<file path="src/rtl/mem_arbiter_pkg.sv">
// Shared types and constants for the SRAM port arbiter: requester IDs,
// port-controller state encoding and default sizing.
package mem_arbiter_pkg;

  localparam int ADDR_WIDTH_DEF  = 20;
  localparam int WAIT_CYCLES_DEF = 1;

  typedef enum logic {
    REQ_IF = 1'b0,
    REQ_DM = 1'b1
  } req_id_e;

  typedef enum logic [2:0] {
    ST_IDLE,
    ST_RD,
    ST_WR_SETUP,
    ST_WR_PULSE,
    ST_WR_HOLD,
    ST_DONE
  } port_state_e;

  function automatic logic is_misaligned(input logic [1:0] lowBits);
    return |lowBits;
  endfunction

endpackage

</file>
<file path="src/rtl/mem_arbiter_if.sv">
// Pipeline-side request/response signals plus the split SRAM pin bundle.
// The arbiter uses the slave view; the pipeline/SRAM environment uses master.
interface mem_arbiter_if
  import mem_arbiter_pkg::*;
#(
  parameter int ADDR_WIDTH = ADDR_WIDTH_DEF
) ();

  logic                  if_req;
  logic [31:0]           if_addr;
  logic [31:0]           if_rdata;
  logic                  if_ready;
  logic                  dm_req;
  logic                  dm_we;
  logic [31:0]           dm_addr;
  logic [31:0]           dm_wdata;
  logic [31:0]           dm_rdata;
  logic                  dm_ready;
  logic                  dm_misalign;
  logic                  stall;
  logic [ADDR_WIDTH-1:0] sram_addr;
  logic [31:0]           sram_dq_o;
  logic                  sram_dq_oe;
  logic [31:0]           sram_dq_i;
  logic                  sram_ce_n;
  logic                  sram_oe_n;
  logic                  sram_we_n;

  modport slave (
    input  if_req, if_addr, dm_req, dm_we, dm_addr, dm_wdata, sram_dq_i,
    output if_rdata, if_ready, dm_rdata, dm_ready, dm_misalign, stall,
           sram_addr, sram_dq_o, sram_dq_oe, sram_ce_n, sram_oe_n, sram_we_n
  );

  modport master (
    output if_req, if_addr, dm_req, dm_we, dm_addr, dm_wdata, sram_dq_i,
    input  if_rdata, if_ready, dm_rdata, dm_ready, dm_misalign, stall,
           sram_addr, sram_dq_o, sram_dq_oe, sram_ce_n, sram_oe_n, sram_we_n
  );

endinterface

</file>
<file path="src/rtl/mem_arbiter_sram_port_ctrl.sv">
// SRAM access sequencer: runs one read or write per start pulse with
// registered strobes, then reports completion through a one-cycle done.
module mem_arbiter_sram_port_ctrl
  import mem_arbiter_pkg::*;
#(
  parameter int ADDR_WIDTH  = ADDR_WIDTH_DEF,
  parameter int WAIT_CYCLES = WAIT_CYCLES_DEF
) (
  input  logic                  clk,
  input  logic                  rst,
  input  logic                  i_start,
  input  logic                  i_we,
  input  logic [ADDR_WIDTH-1:0] i_addr,
  input  logic [31:0]           i_wdata,
  input  logic [31:0]           i_dq,
  output logic [31:0]           o_rdata,
  output logic                  o_done,
  output logic [ADDR_WIDTH-1:0] o_sramAddr,
  output logic [31:0]           o_dq,
  output logic                  o_dqOe,
  output logic                  o_ceN,
  output logic                  o_oeN,
  output logic                  o_weN
);

  port_state_e           r_state;
  logic [3:0]            r_cnt;
  logic [ADDR_WIDTH-1:0] r_addr;
  logic [31:0]           r_dq;
  logic [31:0]           r_rdata;
  logic                  r_dqOe;
  logic                  r_ceN;
  logic                  r_oeN;
  logic                  r_weN;
  logic                  r_done;

  // Strobes change on the same edge as the state, so every pin is a flop output.
  always_ff @(posedge clk) begin
    if (!rst) begin
      r_state <= ST_IDLE;
      r_cnt   <= '0;
      r_addr  <= '0;
      r_dq    <= '0;
      r_rdata <= '0;
      r_dqOe  <= 1'b0;
      r_ceN   <= 1'b1;
      r_oeN   <= 1'b1;
      r_weN   <= 1'b1;
      r_done  <= 1'b0;
    end else begin
      unique case (r_state)
        ST_IDLE: begin
          if (i_start) begin
            r_addr <= i_addr;
            r_ceN  <= 1'b0;
            if (i_we) begin
              r_dq    <= i_wdata;
              r_dqOe  <= 1'b1;
              r_state <= ST_WR_SETUP;
            end else begin
              r_oeN   <= 1'b0;
              r_cnt   <= 4'(WAIT_CYCLES);
              r_state <= ST_RD;
            end
          end
        end
        ST_RD: begin
          if (r_cnt == 4'd0) begin
            r_rdata <= i_dq;
            r_ceN   <= 1'b1;
            r_oeN   <= 1'b1;
            r_done  <= 1'b1;
            r_state <= ST_DONE;
          end else begin
            r_cnt <= r_cnt - 4'd1;
          end
        end
        ST_WR_SETUP: begin
          r_weN   <= 1'b0;
          r_cnt   <= 4'(WAIT_CYCLES);
          r_state <= ST_WR_PULSE;
        end
        ST_WR_PULSE: begin
          if (r_cnt == 4'd0) begin
            r_weN   <= 1'b1;
            r_state <= ST_WR_HOLD;
          end else begin
            r_cnt <= r_cnt - 4'd1;
          end
        end
        // Data stays driven one cycle past the we_n rising edge for hold time.
        ST_WR_HOLD: begin
          r_ceN   <= 1'b1;
          r_dqOe  <= 1'b0;
          r_done  <= 1'b1;
          r_state <= ST_DONE;
        end
        ST_DONE: begin
          r_done  <= 1'b0;
          r_state <= ST_IDLE;
        end
        default: r_state <= ST_IDLE;
      endcase
    end
  end

  assign o_rdata    = r_rdata;
  assign o_done     = r_done;
  assign o_sramAddr = r_addr;
  assign o_dq       = r_dq;
  assign o_dqOe     = r_dqOe;
  assign o_ceN      = r_ceN;
  assign o_oeN      = r_oeN;
  assign o_weN      = r_weN;

endmodule

</file>
<file path="src/rtl/mem_arbiter.sv">
// Arbitrates the single SRAM port between instruction fetch and the MEM
// stage, alternating on conflict and stalling the pipeline while busy.
module mem_arbiter
  import mem_arbiter_pkg::*;
#(
  parameter int ADDR_WIDTH  = ADDR_WIDTH_DEF,
  parameter int WAIT_CYCLES = WAIT_CYCLES_DEF
) (
  input  logic          clk,
  input  logic          rst,
  mem_arbiter_if.slave  bus
);

  logic                  w_grantAny;
  logic                  w_grantDm;
  logic                  w_misalign;
  logic                  w_start;
  logic                  w_done;
  logic [ADDR_WIDTH-1:0] w_addr;
  logic [31:0]           w_rdata;
  logic                  w_unused;

  logic                  r_busy;
  logic                  r_misPulse;
  req_id_e               r_lastGrant;

  // dm wins a conflict unless it also won the previous grant.
  assign w_grantAny = ~r_busy & (bus.if_req | bus.dm_req);
  assign w_grantDm  = bus.dm_req & (~bus.if_req | (r_lastGrant == REQ_IF));
  assign w_misalign = w_grantDm & is_misaligned(bus.dm_addr[1:0]);
  assign w_start    = w_grantAny & ~w_misalign;
  assign w_addr     = w_grantDm ? bus.dm_addr[ADDR_WIDTH+1:2] : bus.if_addr[ADDR_WIDTH+1:2];
  assign w_unused   = ^{bus.if_addr[31:ADDR_WIDTH+2], bus.if_addr[1:0],
                        bus.dm_addr[31:ADDR_WIDTH+2]};

  // r_lastGrant doubles as the ID of the access in flight; busy spans grant..done.
  always_ff @(posedge clk) begin
    if (!rst) begin
      r_busy      <= 1'b0;
      r_misPulse  <= 1'b0;
      r_lastGrant <= REQ_IF;
    end else begin
      r_misPulse <= 1'b0;
      if (w_grantAny) begin
        r_busy      <= 1'b1;
        r_misPulse  <= w_misalign;
        r_lastGrant <= w_grantDm ? REQ_DM : REQ_IF;
      end else if (w_done | r_misPulse) begin
        r_busy <= 1'b0;
      end
    end
  end

  mem_arbiter_sram_port_ctrl #(
    .ADDR_WIDTH  (ADDR_WIDTH),
    .WAIT_CYCLES (WAIT_CYCLES)
  ) u_port (
    .clk        (clk),
    .rst        (rst),
    .i_start    (w_start),
    .i_we       (w_grantDm & bus.dm_we),
    .i_addr     (w_addr),
    .i_wdata    (bus.dm_wdata),
    .i_dq       (bus.sram_dq_i),
    .o_rdata    (w_rdata),
    .o_done     (w_done),
    .o_sramAddr (bus.sram_addr),
    .o_dq       (bus.sram_dq_o),
    .o_dqOe     (bus.sram_dq_oe),
    .o_ceN      (bus.sram_ce_n),
    .o_oeN      (bus.sram_oe_n),
    .o_weN      (bus.sram_we_n)
  );

  assign bus.if_ready    = w_done & (r_lastGrant == REQ_IF);
  assign bus.dm_ready    = (w_done & (r_lastGrant == REQ_DM)) | r_misPulse;
  assign bus.dm_misalign = r_misPulse;
  assign bus.if_rdata    = (r_lastGrant == REQ_IF) ? w_rdata : '0;
  assign bus.dm_rdata    = (r_lastGrant == REQ_DM) ? w_rdata : '0;
  assign bus.stall       = (bus.if_req & ~bus.if_ready) | (bus.dm_req & ~bus.dm_ready);

endmodule

</file>
<file path="src/flat_wrapper.sv">
// flat-port wrapper written by rule: the top's interface ports become plain ports
module mem_arbiter_flat import mem_arbiter_pkg::*;
#(
  parameter int ADDR_WIDTH  = ADDR_WIDTH_DEF,
  parameter int WAIT_CYCLES = WAIT_CYCLES_DEF
)
  (clk, rst, bus_if_req, bus_if_addr, bus_dm_req, bus_dm_we, bus_dm_addr, bus_dm_wdata, bus_sram_dq_i, bus_if_rdata, bus_if_ready, bus_dm_rdata, bus_dm_ready, bus_dm_misalign, bus_stall, bus_sram_addr, bus_sram_dq_o, bus_sram_dq_oe, bus_sram_ce_n, bus_sram_oe_n, bus_sram_we_n);
  mem_arbiter_if #(.ADDR_WIDTH(ADDR_WIDTH)) bus_i ();
  input  logic clk;
  input  logic rst;
  input wire logic [$bits(bus_i.if_req)-1:0] bus_if_req;
  input wire logic [$bits(bus_i.if_addr)-1:0] bus_if_addr;
  input wire logic [$bits(bus_i.dm_req)-1:0] bus_dm_req;
  input wire logic [$bits(bus_i.dm_we)-1:0] bus_dm_we;
  input wire logic [$bits(bus_i.dm_addr)-1:0] bus_dm_addr;
  input wire logic [$bits(bus_i.dm_wdata)-1:0] bus_dm_wdata;
  input wire logic [$bits(bus_i.sram_dq_i)-1:0] bus_sram_dq_i;
  output wire logic [$bits(bus_i.if_rdata)-1:0] bus_if_rdata;
  output wire logic [$bits(bus_i.if_ready)-1:0] bus_if_ready;
  output wire logic [$bits(bus_i.dm_rdata)-1:0] bus_dm_rdata;
  output wire logic [$bits(bus_i.dm_ready)-1:0] bus_dm_ready;
  output wire logic [$bits(bus_i.dm_misalign)-1:0] bus_dm_misalign;
  output wire logic [$bits(bus_i.stall)-1:0] bus_stall;
  output wire logic [$bits(bus_i.sram_addr)-1:0] bus_sram_addr;
  output wire logic [$bits(bus_i.sram_dq_o)-1:0] bus_sram_dq_o;
  output wire logic [$bits(bus_i.sram_dq_oe)-1:0] bus_sram_dq_oe;
  output wire logic [$bits(bus_i.sram_ce_n)-1:0] bus_sram_ce_n;
  output wire logic [$bits(bus_i.sram_oe_n)-1:0] bus_sram_oe_n;
  output wire logic [$bits(bus_i.sram_we_n)-1:0] bus_sram_we_n;
  assign bus_i.if_req = bus_if_req;
  assign bus_i.if_addr = bus_if_addr;
  assign bus_i.dm_req = bus_dm_req;
  assign bus_i.dm_we = bus_dm_we;
  assign bus_i.dm_addr = bus_dm_addr;
  assign bus_i.dm_wdata = bus_dm_wdata;
  assign bus_i.sram_dq_i = bus_sram_dq_i;
  assign bus_if_rdata = bus_i.if_rdata;
  assign bus_if_ready = bus_i.if_ready;
  assign bus_dm_rdata = bus_i.dm_rdata;
  assign bus_dm_ready = bus_i.dm_ready;
  assign bus_dm_misalign = bus_i.dm_misalign;
  assign bus_stall = bus_i.stall;
  assign bus_sram_addr = bus_i.sram_addr;
  assign bus_sram_dq_o = bus_i.sram_dq_o;
  assign bus_sram_dq_oe = bus_i.sram_dq_oe;
  assign bus_sram_ce_n = bus_i.sram_ce_n;
  assign bus_sram_oe_n = bus_i.sram_oe_n;
  assign bus_sram_we_n = bus_i.sram_we_n;
  mem_arbiter #(.ADDR_WIDTH(ADDR_WIDTH), .WAIT_CYCLES(WAIT_CYCLES)) u_core (.clk(clk), .rst(rst), .bus(bus_i));
endmodule
</file>
<file path="config.mk">
export PLATFORM = sky130hd
export DESIGN_NAME = mem_arbiter_flat
export DESIGN_NICKNAME = d
export VERILOG_FILES = /design/src/rtl/mem_arbiter_pkg.sv /design/src/rtl/mem_arbiter_if.sv /design/src/rtl/mem_arbiter_sram_port_ctrl.sv /design/src/rtl/mem_arbiter.sv /design/src/flat_wrapper.sv
export SDC_FILE = /design/constraint.sdc
export NUM_CORES = 1
export LEC_CHECK = 0
export CORE_AREA = 3 3 99 101
export CTS_BUF_LIST = sky130_fd_sc_hd__clkbuf_4 sky130_fd_sc_hd__clkbuf_8
export DETAILED_ROUTE_END_ITERATION = 16
export DIE_AREA = 0 0 102 104
export DONT_BUFFER_PORTS = 1
export SETUP_SLACK_MARGIN = 0.5
export SYNTH_ARGS = -nofsm -noshare
export SYNTH_HDL_FRONTEND = slang
export SYNTH_SLANG_ARGS = --single-unit
</file>
<file path="constraint.sdc">
create_clock -name clk -period 2.6 [get_ports clk]
set_input_delay 0.52 -clock clk [delete_from_list [all_inputs] [get_ports clk]]
set_output_delay 0.52 -clock clk [all_outputs]
set_load 0.005 [all_outputs]
</file>
**Yosys cells after proc, flatten, opt, wreduce, memory -nomap -nowiden**

Index checks and enable logic that the tools add are counted.

- Register bits after elaboration: 99
- Input bits: 133

- Equality and inequality tests: 11
- Add/sub/neg operators: 1
- Mux-type cells: 26
- Reductions and logical operators: 22
- Bitwise logic cells: 20

Operator list:

| kind | count |
|---|---|
| 2-to-1 mux 32 bit | 2 |
| 2-to-1 mux 20 bit | 1 |
| one-hot mux 3 bit (5 select lines) | 1 |
| 2-to-1 mux 4 bit | 3 |
| != test 2 bit (second input constant) | 6 |
| one-hot mux 4 bit (3 select lines) | 1 |
| AND reduction 3 bit | 4 |
| AND reduction 2 bit | 5 |
| AND 1 bit | 9 |
| 2-to-1 mux 1 bit | 9 |
| 2-to-1 mux 3 bit | 3 |
| nonzero test 3 bit | 3 |
| AND reduction 4 bit | 2 |
| nonzero test 2 bit | 4 |
| == test 3 x 2 -> 1 bit (second input constant) | 2 |
| == test 3 bit (second input constant) | 2 |
| NOT 1 bit | 6 |
| one-hot mux 1 bit (2 select lines) | 3 |
| one-hot mux 1 bit (3 select lines) | 2 |
| OR 1 bit | 5 |
| zero test 4 bit | 1 |
| OR reduction 2 bit | 2 |
| subtractor 4 x 1 -> 4 bit (second input constant) | 1 |
| == test 3 x 1 -> 1 bit (second input constant) | 1 |
| 2 further kinds | 2 |

**Longest topological paths before layout**

Gate-level depths: netlist of run 1.

- Depth in word-level cells: 8
- Gate-level depth with buffers: 8

**Hierarchy**

Synthesis of run 1 repeated with hierarchy kept, for this count alone.

- Cells, all modules: 555
- Area total of the unflattened synthesis: 4688.2 um^2

Modules (own cells, without submodules):

| module | sequential area each (um^2) | area an instance (um^2) | times used | cells an instance |
|---|---|---|---|---|
| mem_arbiter_sram_port_ctrl | 1921.8 | 3763.6 | 1 | 442 |
| mem_arbiter | 60.1 | 924.6 | 1 | 113 |

**Least setup slack after synthesis of run 1**

No wires, ideal clock.

- Path type: reg-to-reg
- From: register u_core.u_port.r_cnt[0]
- To: register u_core.u_port.r_rdata[1], in the netlist u_core.u_port.o_rdata[1]
- Cell stages (with the launch flop): 9
- Library setup time: 132 ps
- Data arrival time: 1674 ps
- Clock period less this slack: 1806 ps
- Setup slack: 794 ps
- Path buffers: 2
- Cell sequence: dfxtp_1 > inv_1 > ha_1 > or3b_1 > or3_1 > buf_2 > buf_6 > nand2_1 > a21oi_1

- Word-level cells in the longest chain between the ends: 2

Ends and longest elaborated chain:

| item | line | text |
|---|---|---|
| start, declared | mem_arbiter_sram_port_ctrl.sv:27 | `logic [3:0] r_cnt;` |
| start signal, assigned | mem_arbiter_sram_port_ctrl.sv:62 | `r_cnt <= 4'(WAIT_CYCLES);` |
| start signal, assigned | mem_arbiter_sram_port_ctrl.sv:75 | `r_cnt <= r_cnt - 4'd1;` |
| start signal, assigned | mem_arbiter_sram_port_ctrl.sv:80 | `r_cnt <= 4'(WAIT_CYCLES);` |
| zero test 4 bit | mem_arbiter_sram_port_ctrl.sv:68 | `if (r_cnt == 4'd0) begin` |
| AND reduction 2 bit (no source line) | n/a |  |
| end signal, assigned | mem_arbiter_sram_port_ctrl.sv:69 | `r_rdata <= i_dq;` |
| end, declared | mem_arbiter_sram_port_ctrl.sv:30 | `logic [31:0] r_rdata;` |

Every way passes these cells.
A chain may end at the register's enable or synchronous reset.

**Final worst setup path of run 1**

- From: register u_core.u_port.r_cnt[0]
- To: register u_core.u_port.r_rdata[24], in the netlist u_core.u_port.o_rdata[24]

The elaborated chain is that of the path after synthesis.

==> results of run 1 <==
==> power by group through the flow <==
stage          logic (mW)  registers [mW]  clock network (mW)
6_report            0.848            1.87                1.12
3_5_place_dp        0.856            1.90                   0
4_1_cts             0.858            1.87                1.16
2_1_floorplan       0.748            1.85                   0
5_1_grt             0.979            1.90                1.22
3_3_place_gp        0.842            1.90                   0
==> registers in the layout (all words and copies together), names as in the netlist, 3 cells and up <==
register / flops
u_core.u_port.r_cnt: 4
u_core.u_port.o_rdata: 32
u_core.u_port.o_sramAddr: 20
u_core.u_port.r_state: 3
u_core.u_port.o_dq: 32
==> per-layer routing <==
layer  track usage [%]  wire, um  vias to the layer above
met5                 0         0                        -
met4              3.94        79                        0
met3              6.04       978                        6
met2              31.0      5020                      135
met1              21.3      4120                     1562
li1                  -         -                     1748
==> layout make-up <==
type                            instances  area (um^2)
Fill cell                             892         4370
Multi-Input combinational cell        388         2270
Sequential cell                        99         1980
Clock buffer                           11          151
Tap cell                              111          139
Clock inverter                          5         85.1
Timing Repair Buffer                   10         75.1
Inverter                                9         33.8
==> metrics by stage <==
stage / cells / area [um^2] / power [mW] / hold slack (ns)
floorplan: 536 / 4460 / 2.60 / 0.440
detailed placement: 617 / 4500 / 2.76 / 0.453
global placement: 617 / 4500 / 2.74 / 0.449
CTS: 633 / 4740 / 3.89 / 0.225
global route: 633 / 4740 / 4.09 / 0.229
finish: 633 / 4740 / 3.83 / 0.253
==> cell usage after synthesis, drive strengths merged, types with 3 or more instances <==
master  instances  area, um^2
a211oi         21         158
a21oi          58         290
a31oi           3        18.8
and2           33         206
buf            20         118
clkbuf         20        75.1
dfxtp          99        1980
inv             9        33.8
mux2i          52         521
nand2         136         510
nor2           12        45.0
nor2b          35         219
nor3            4        25.0
o21ai           5        25.0
==> cells in the final DEF, fill, tap and decap left out, types with 2 or more instances in the layout <==
| cell type | synthesis | routed |
|---|---|---|
| a21oi_1 | 58 | 58 |
| clkbuf_8 | 0 | 11 |
| clkinv_4 | 0 | 2 |
| a31oi_1 | 3 | 3 |
| inv_1 | 8 | 8 |
| nor3_1 | 3 | 3 |
| nor3b_1 | 2 | 2 |
| dfxtp_1 | 99 | 98 |
| o21ai_0 | 3 | 3 |
| bufinv_16 | 0 | 2 |
| mux2i_1 | 52 | 52 |
| nand2b_1 | 2 | 2 |
| nor2_1 | 12 | 12 |
| o21ai_1 | 2 | 2 |
| o211a_1 | 2 | 2 |
| and2_1 | 33 | 33 |
| a21o_1 | 2 | 2 |
| a211oi_1 | 21 | 21 |
| o31ai_1 | 2 | 2 |
| buf_4 | 0 | 10 |
| nand2_1 | 136 | 136 |
| nor2b_1 | 35 | 35 |
| nand4_1 | 2 | 2 |
==> repair_timing <==
item / in CTS / in global routing
resized for setup: 0 / 1
endpoints found under the setup margin: 0 / 4
setup buffers: 0 / 0
==> how the worst min path moves through the flow <==
stage	start	endpoint	slack, ns	cells past startpoint
final	rst	u_core.u_port.o_oeN$_SDFFE_PN1P_	0.25	1
after global routing	rst	u_core.u_port.o_oeN$_SDFFE_PN1P_	0.23	1
after CTS	rst	u_core.u_port.o_oeN$_SDFFE_PN1P_	0.23	1
after detailed placement	u_core.u_port.o_rdata[8]$_SDFFE_PN0P_	u_core.u_port.o_rdata[8]$_SDFFE_PN0P_	0.45	2
after global placement	u_core.u_port.o_rdata[26]$_SDFFE_PN0P_	u_core.u_port.o_rdata[26]$_SDFFE_PN0P_	0.45	2
after floorplan	u_core.u_port.o_rdata[0]$_SDFFE_PN0P_	u_core.u_port.o_rdata[0]$_SDFFE_PN0P_	0.44	2
==> cells by family (layout without fill, tap and decap cells) <==
group,count (synthesis),in the layout,synth area share [%]
AOI/OAI and AO/OA,101,101,13.6
and+or+nand+nor,234,234,24.9
muxes,52,52,11.7
DFF,99,99,44.4
adders and majority gates,1,1,0.281
buffers and inverters,49,35,5.08
==> impl_table.tex, run 1 <==
\begin{tabular}{lr}
\hline
Metric & Value \\
\hline
\multicolumn{2}{l}{\textbf{Synth}} \\
Flops \& latches, synth & 99 \\
Number of enable-type register cells in the synthesized netlist & 0 \\
Post-synth design cell area & 4460 um\^{}2 \\
Warnings from Yosys & 0 \\
Prevailing post-synth register cell & dfxtp\_1 \\
Number of library cell types mapped by synthesis & 42 \\
Post-synthesis cell count & 536 \\
Mean cell area of the mapped netlist & 8.32 um\^{}2 \\
Synth Net Count & 670 \\
Async set or reset register ratio after synthesis & 0\% \\
Fraction of the yosys area taken by sequential cells & 44.4\% \\
\multicolumn{2}{l}{\textbf{Place}} \\
Post-Place Setup Slack & 0.626 ns \\
Sum of net half-perimeters after detailed placement & 7250 um \\
Number of buffers added on ports & 0 \\
Routability congestion estimate from global placement & 0.731 \\
\multicolumn{2}{l}{\textbf{Global routing}} \\
Largest net degree at the start of global routing & 76 \\
Aggregate global-route resource usage & 17.9\% \\
Remaining global-route overflow & 0 \\
Global-route wire length before repair & 15500 um \\
Antenna violations before repair & 0 \\
Via count of the first global-routing pass & 3113 \\
\multicolumn{2}{l}{\textbf{Setup path}} \\
Category of the critical setup timing path & flip-flop to flip-flop \\
Largest incremental delay on the critical path & 0.41 ns \\
Register-to-register setup slack & 0.65 ns \\
Critical path's slowest cell & or3b\_1 \\
Worst path bufs/invs & 2 \\
Endpoint of the worst-slack reg-to-reg timing path & u\_core.u\_port.o\_rdata[24]\$\_SDFFE\_PN0P\_ \\
Critical path destination & u\_core.u\_port.o\_rdata[24]\$\_SDFFE\_PN0P\_ \\
Largest delay contributor family on the critical path & simple AND/OR/NAND/NOR gates \\
Kind of capture point of the worst setup path & flip-flop \\
Required time of the worst setup path & 2.80 ns \\
Worst Setup Start Kind & flip-flop \\
Timing startpoint of the critical path & u\_core.u\_port.r\_cnt[0]\$\_SDFFE\_PN0P\_ \\
Critical path, cell by cell & inv\_1, ha\_2, or3b\_1, or3\_1, buf\_4, nand2\_1, a21oi\_1 \\
Logic depth of the worst register-to-register path & 7 \\
Critical R2R Launch & u\_core.u\_port.r\_cnt[0]\$\_SDFFE\_PN0P\_ \\
Highest net fanout along the worst path & 34 \\
CP arrival & 2.16 ns \\
Worst path depth & 7 \\
\multicolumn{2}{l}{\textbf{Run status}} \\
Outcome & finished clean \\
\multicolumn{2}{l}{\textbf{Route}} \\
First-pass detailed-route iteration total & 4 \\
Post-route DRC & 0 \\
Detail Route Antenna Nets & 0 \\
Post-DR wirelength/cell & 16.1 um \\
First DRT Iteration DRCs & 116 \\
Vias per std cell & 5.45 \\
Number of vias after detailed routing & 3451 \\
Post-Route WL & 10200 um \\
\multicolumn{2}{l}{\textbf{STA}} \\
Post-route fraction of the period consumed by the critical path & 75.1\% \\
Max transition margin & 56.1\% \\
Setup-failing EPs final & 0 \\
RSZ-0062 raised after global routing & no \\
Final sum of negative setup slack & 0 ns \\
Worst Slack Setup Final & 0.646 ns \\
Clock Skews & 0.0134 ns \\
Max Clk Rate & 0.512 GHz \\
Final Slew Violations & 0 \\
Slew at the pin with the worst max-slew slack & 0.657 ns \\
Hold Fails Final Rpt & 0 \\
Final period demand of the worst path & 1.95 ns \\
\multicolumn{2}{l}{\textbf{Die}} \\
Starting utilization of the core area & 49.0\% \\
Area enclosed by the die boundary & 10600 um\^{}2 \\
Number of rows in the core area & 35 \\
Height of the chip & 104 um \\
Total I/O pin count & 257 \\
Area of the placeable core & 9110 um\^{}2 \\
Die Span X & 102 um \\
\multicolumn{2}{l}{\textbf{Pwr}} \\
Switching power total & 1.19 mW \\
Clock Power Share & 29.1\% \\
Sw Share & 31.1\% \\
Cell leakage power & 2.01 nW \\
Max IR drop VDD & 0.000367 V \\
Cell internal pwr & 2.64 mW \\
Sequential share of power & 48.7\% \\
Power density over the cells & 808 nW/um\^{}2 \\
Comb power frac & 22.1\% \\
\multicolumn{2}{l}{\textbf{Layout}} \\
Count of nets after finishing & 651 \\
Antenna cell count & 0 \\
Layout overhead on the synthesized area & 6.26\% \\
Share of cells above drive strength 1 & 6.13\% \\
Utilization after layout & 52.0\% \\
\multicolumn{2}{l}{\textbf{CTS}} \\
Number of buffers created by CTS & 9 \\
CTS tree & done \\
Clock slew at reported path FFs & 0.09 ns \\
Clock root buffer master & clkbuf\_8 \\
H-tree depth reported by CTS & 3 \\
Number of buffers on the longest clock path & 2 \\
Sinks on Clock Net & 99 \\
Clock latency of the later-clocked register in the worst-skew pair & 0.35 ns \\
Cts-stage hold buffer count & 0 \\
\multicolumn{2}{l}{\textbf{Min path}} \\
Worst min path class & input port to flip-flop \\
\multicolumn{2}{l}{\textbf{Run}} \\
Number of violations of the max-capacitance limit & 0 \\
\hline
\end{tabular}
(Power assumes the default switching activity.)
==> inputs of run 2 (changes only) <==
==> constraint.sdc (replaced) <==
create_clock -name clk -period 1.95 [get_ports clk]
set_input_delay 0.39 -clock clk [delete_from_list [all_inputs] [get_ports clk]]
set_output_delay 0.39 -clock clk [all_outputs]
set_load 0.005 [all_outputs]
==> run 2 against run 1 <==
Sequential cell count stayed put. Die area stayed put. Largest cell class unchanged. Global-route usage is 2.7 points higher. Count of clock-buffer cells in the layout stayed put. Sequential power is 36% higher. Clock skew is 0.0019 ns higher. Power is 57% higher. Critical path depth stayed put. First-iteration DRC count is 19% higher. Core utilization is 14 points higher. Routed wire length is 36% higher. Highest routed layer unchanged.
==> impl_table.tex, run 2 (same netlist as run 1, synthesis figures left out) <==
\begin{tabular}{lr}
\hline
Metric & Value \\
\hline
\multicolumn{2}{l}{\textbf{Setup path}} \\
CP arrival & 2.06 ns (was 2.16 ns) \\
Worst Setup Start Kind & flip-flop (unchanged) \\
Highest net fanout along the worst path & 8 (was 34) \\
Kind of capture point of the worst setup path & flip-flop (unchanged) \\
Category of the critical setup timing path & flip-flop to flip-flop (unchanged) \\
Required time of the worst setup path & 2.20 ns (was 2.80 ns) \\
\multicolumn{2}{l}{\textbf{Layout}} \\
Number of filler instances in the final layout & 691 (was 892) \\
Antenna cell count & 0 (unchanged) \\
Count of nets after finishing & 687 (was 651) \\
Share of cells above drive strength 1 & 34.9\% (was 6.13\%) \\
Most used cells in the layout excluding fill and tap cells & 113 x nand2\_1, 94 x dfxtp\_1, 50 x mux2i\_1, 45 x a21oi\_1 (was 136 x nand2\_1, 98 x dfxtp\_1, 58 x a21oi\_1, 52 x mux2i\_1, 35 x nor2b\_1) \\
Most common cell after layout, fill and taps aside & nand2\_1 (unchanged) \\
Layout overhead on the synthesized area & 35.1\% (was 6.26\%) \\
\multicolumn{2}{l}{\textbf{Pwr}} \\
Comb power frac & 36.8\% (was 22.1\%) \\
Switching power total & 2.07 mW (was 1.19 mW) \\
Cell leakage power & 2.48 nW (was 2.01 nW) \\
Sw Share & 34.4\% (was 31.1\%) \\
Max IR drop VDD & 0.000369 V (was 0.000367 V) \\
Clock Power Share & 20.7\% (was 29.1\%) \\
Power density over the cells & 998 nW/um\^{}2 (was 808 nW/um\^{}2) \\
Sequential share of power & 42.5\% (was 48.7\%) \\
Cell internal pwr & 3.94 mW (was 2.64 mW) \\
\multicolumn{2}{l}{\textbf{CTS}} \\
Clock root buffer master & clkbuf\_8 (unchanged) \\
CTS tree & done (unchanged) \\
Clock latency of the later-clocked register in the worst-skew pair & 0.36 ns (was 0.35 ns) \\
H-tree depth reported by CTS & 3 (unchanged) \\
Sinks on Clock Net & 99 (unchanged) \\
Number of buffers on the longest clock path & 2 (unchanged) \\
Clock slew at reported path FFs & 0.10 ns (was 0.09 ns) \\
Number of buffers created by CTS & 9 (unchanged) \\
Cts-stage hold buffer count & 0 (unchanged) \\
\multicolumn{2}{l}{\textbf{Die}} \\
Area of the placeable core & 9110 um\^{}2 (unchanged) \\
Starting utilization of the core area & 49.0\% (unchanged) \\
Height of the chip & 104 um (unchanged) \\
Total I/O pin count & 257 (unchanged) \\
Number of rows in the core area & 35 (unchanged) \\
Area enclosed by the die boundary & 10600 um\^{}2 (unchanged) \\
Die Span X & 102 um (unchanged) \\
\multicolumn{2}{l}{\textbf{Place}} \\
Number of buffers added on ports & 0 (unchanged) \\
Routability congestion estimate from global placement & 0.727 (was 0.731) \\
Sum of net half-perimeters after detailed placement & 7450 um (was 7250 um) \\
\multicolumn{2}{l}{\textbf{STA}} \\
Hold Fails Final Rpt & 0 (unchanged) \\
Post-route fraction of the period consumed by the critical path & 92.8\% (was 75.1\%) \\
Final sum of negative setup slack & 0 ns (unchanged) \\
Clock Skews & 0.0153 ns (was 0.0134 ns) \\
Setup-failing EPs final & 0 (unchanged) \\
Max transition margin & 66.4\% (was 56.1\%) \\
Slew at the pin with the worst max-slew slack & 0.504 ns (was 0.657 ns) \\
Final Slew Violations & 0 (unchanged) \\
Hold\_ws & 0.120 ns (was 0.253 ns) \\
Max Clk Rate & 0.553 GHz (was 0.512 GHz) \\
RSZ-0062 raised after global routing & yes (was no) \\
Final period demand of the worst path & 1.81 ns (was 1.95 ns) \\
\multicolumn{2}{l}{\textbf{Route}} \\
Detail Route Antenna Nets & 0 (unchanged) \\
First DRT Iteration DRCs & 138 (was 116) \\
Post-DR wirelength/cell & 20.8 um (was 16.1 um) \\
Post-Route WL & 13900 um (was 10200 um) \\
Vias per std cell & 5.74 (was 5.45) \\
First-pass detailed-route iteration total & 4 (unchanged) \\
Post-route DRC & 0 (unchanged) \\
Number of vias after detailed routing & 3839 (was 3451) \\
\multicolumn{2}{l}{\textbf{Global routing}} \\
Aggregate global-route resource usage & 20.6\% (was 17.9\%) \\
Via count of the first global-routing pass & 3463 (was 3113) \\
Global-route wire length before repair & 17500 um (was 15500 um) \\
Remaining global-route overflow & 0 (unchanged) \\
Largest net degree at the start of global routing & 76 (unchanged) \\
Antenna violations before repair & 0 (unchanged) \\
\multicolumn{2}{l}{\textbf{Run}} \\
Number of violations of the max-capacitance limit & 0 (unchanged) \\
\multicolumn{2}{l}{\textbf{Min path}} \\
Worst min path class & input port to flip-flop (unchanged) \\
\multicolumn{2}{l}{\textbf{Run status}} \\
Outcome & finished clean (unchanged) \\
\hline
\end{tabular}
-- run 2: changes by cell type in the layout (fill, tap and decap cells not counted), moves of 8 or more --
cell       before  now
nor2b_1        35    1
a21oi_1        58   45
clkbuf_16       0    9
buf_6           0   16
a21oi_2         0   12
nor2b_4         0   33
nand2_4         0    8
nand2_2         0   15
nand2_1       136  113
and2_1         33    0
and2_4          0   33
-- run 2: metrics by stage --
stage               utilization (%)  cell area [um^2]  total power, mW  setup slack (ns)  instances
floorplan                         -              4500             3.50             0.218        536
CTS                            57.2              5210             5.44             0.229        650
global placement               50.1              4560             3.73             0.164        617
detailed placement             50.1              4560             3.76             0.142        617
finish                         66.2              6030             6.01             0.140        669
global route                   66.2              6030             6.29            0.0837        669
-- run 2: layout make-up --
class / instances / area [um^2] / share of cell area (%)
Tap cell: 111 / 139 / 2.30
Clock buffer: 11 / 145 / 2.41
Clock inverter: 5 / 37.5 / 0.623
Timing Repair Buffer: 46 / 798 / 13.2
Sequential cell: 99 / 2000 / 33.1
Multi-Input combinational cell: 388 / 2880 / 47.7
Inverter: 9 / 33.8 / 0.561
-- run 2: power groups by stage --
stage          combinational, mW  sequential, mW  clock, mW
2_1_floorplan               1.03            2.47          0
4_1_cts                     1.65            2.51       1.28
6_report                    2.21            2.55       1.25
5_1_grt                     2.36            2.58       1.35
3_5_place_dp                1.22            2.54          0
3_3_place_gp                1.19            2.54          0
-- run 2: layer usage --
layer / GRT usage [%] / share of wire (%) / vias up
met5: 0 / 0 / -
met4: 5.34 / 2.9 / 0
met3: 6.30 / 8.7 / 36
met2: 37.6 / 51 / 197
met1: 22.8 / 37 / 1777
li1: - / - / 1829
-- run 2: timing repair --
action | CTS | global route
endpoints found under the setup margin | 156 | 158
setup buffers | 9 | 8
cloned | 8 | 11
resized for setup | 66 | 148
pin swaps | 5 | 14
-- run 2: critical path, cell delays in order, from the launching register on --
cell       delay [ns]
dfxtp_2          0.33
inv_2            0.07
ha_4             0.13
or3b_4           0.38
or3_4            0.44
clkbuf_16        0.20
nand2_1          0.07
a21oi_1          0.08
-- run 2: worst paths after layout --
path,from,end,slack (ns),cells past startpoint
max reg2reg,u_core.u_port.r_cnt[1]$_SDFFE_PN0P_,u_core.u_port.o_rdata[1]$_SDFFE_PN0P_,0.14,7
min reg2reg,u_core.u_port.o_rdata[5]$_SDFFE_PN0P_,u_core.u_port.o_rdata[5]$_SDFFE_PN0P_,0.48,2
max,u_core.u_port.r_cnt[1]$_SDFFE_PN0P_,u_core.u_port.o_rdata[1]$_SDFFE_PN0P_,0.14,7
min,rst,u_core.u_port.o_oeN$_SDFFE_PN1P_,0.12,1
==> inputs of run 3 (changes only) <==
--- a/config.mk
+++ b/config.mk
@@ -7,6 +7,7 @@
 export LEC_CHECK = 0
 export CORE_AREA = 3 3 99 101
 export CTS_BUF_LIST = sky130_fd_sc_hd__clkbuf_4 sky130_fd_sc_hd__clkbuf_8
+export CTS_CLUSTER_DIAMETER = 120
 export DETAILED_ROUTE_END_ITERATION = 16
 export DIE_AREA = 0 0 102 104
 export DONT_BUFFER_PORTS = 1
==> results of run 3 <==
No change in the layout: final DEF, timing and power equal those of run 2.
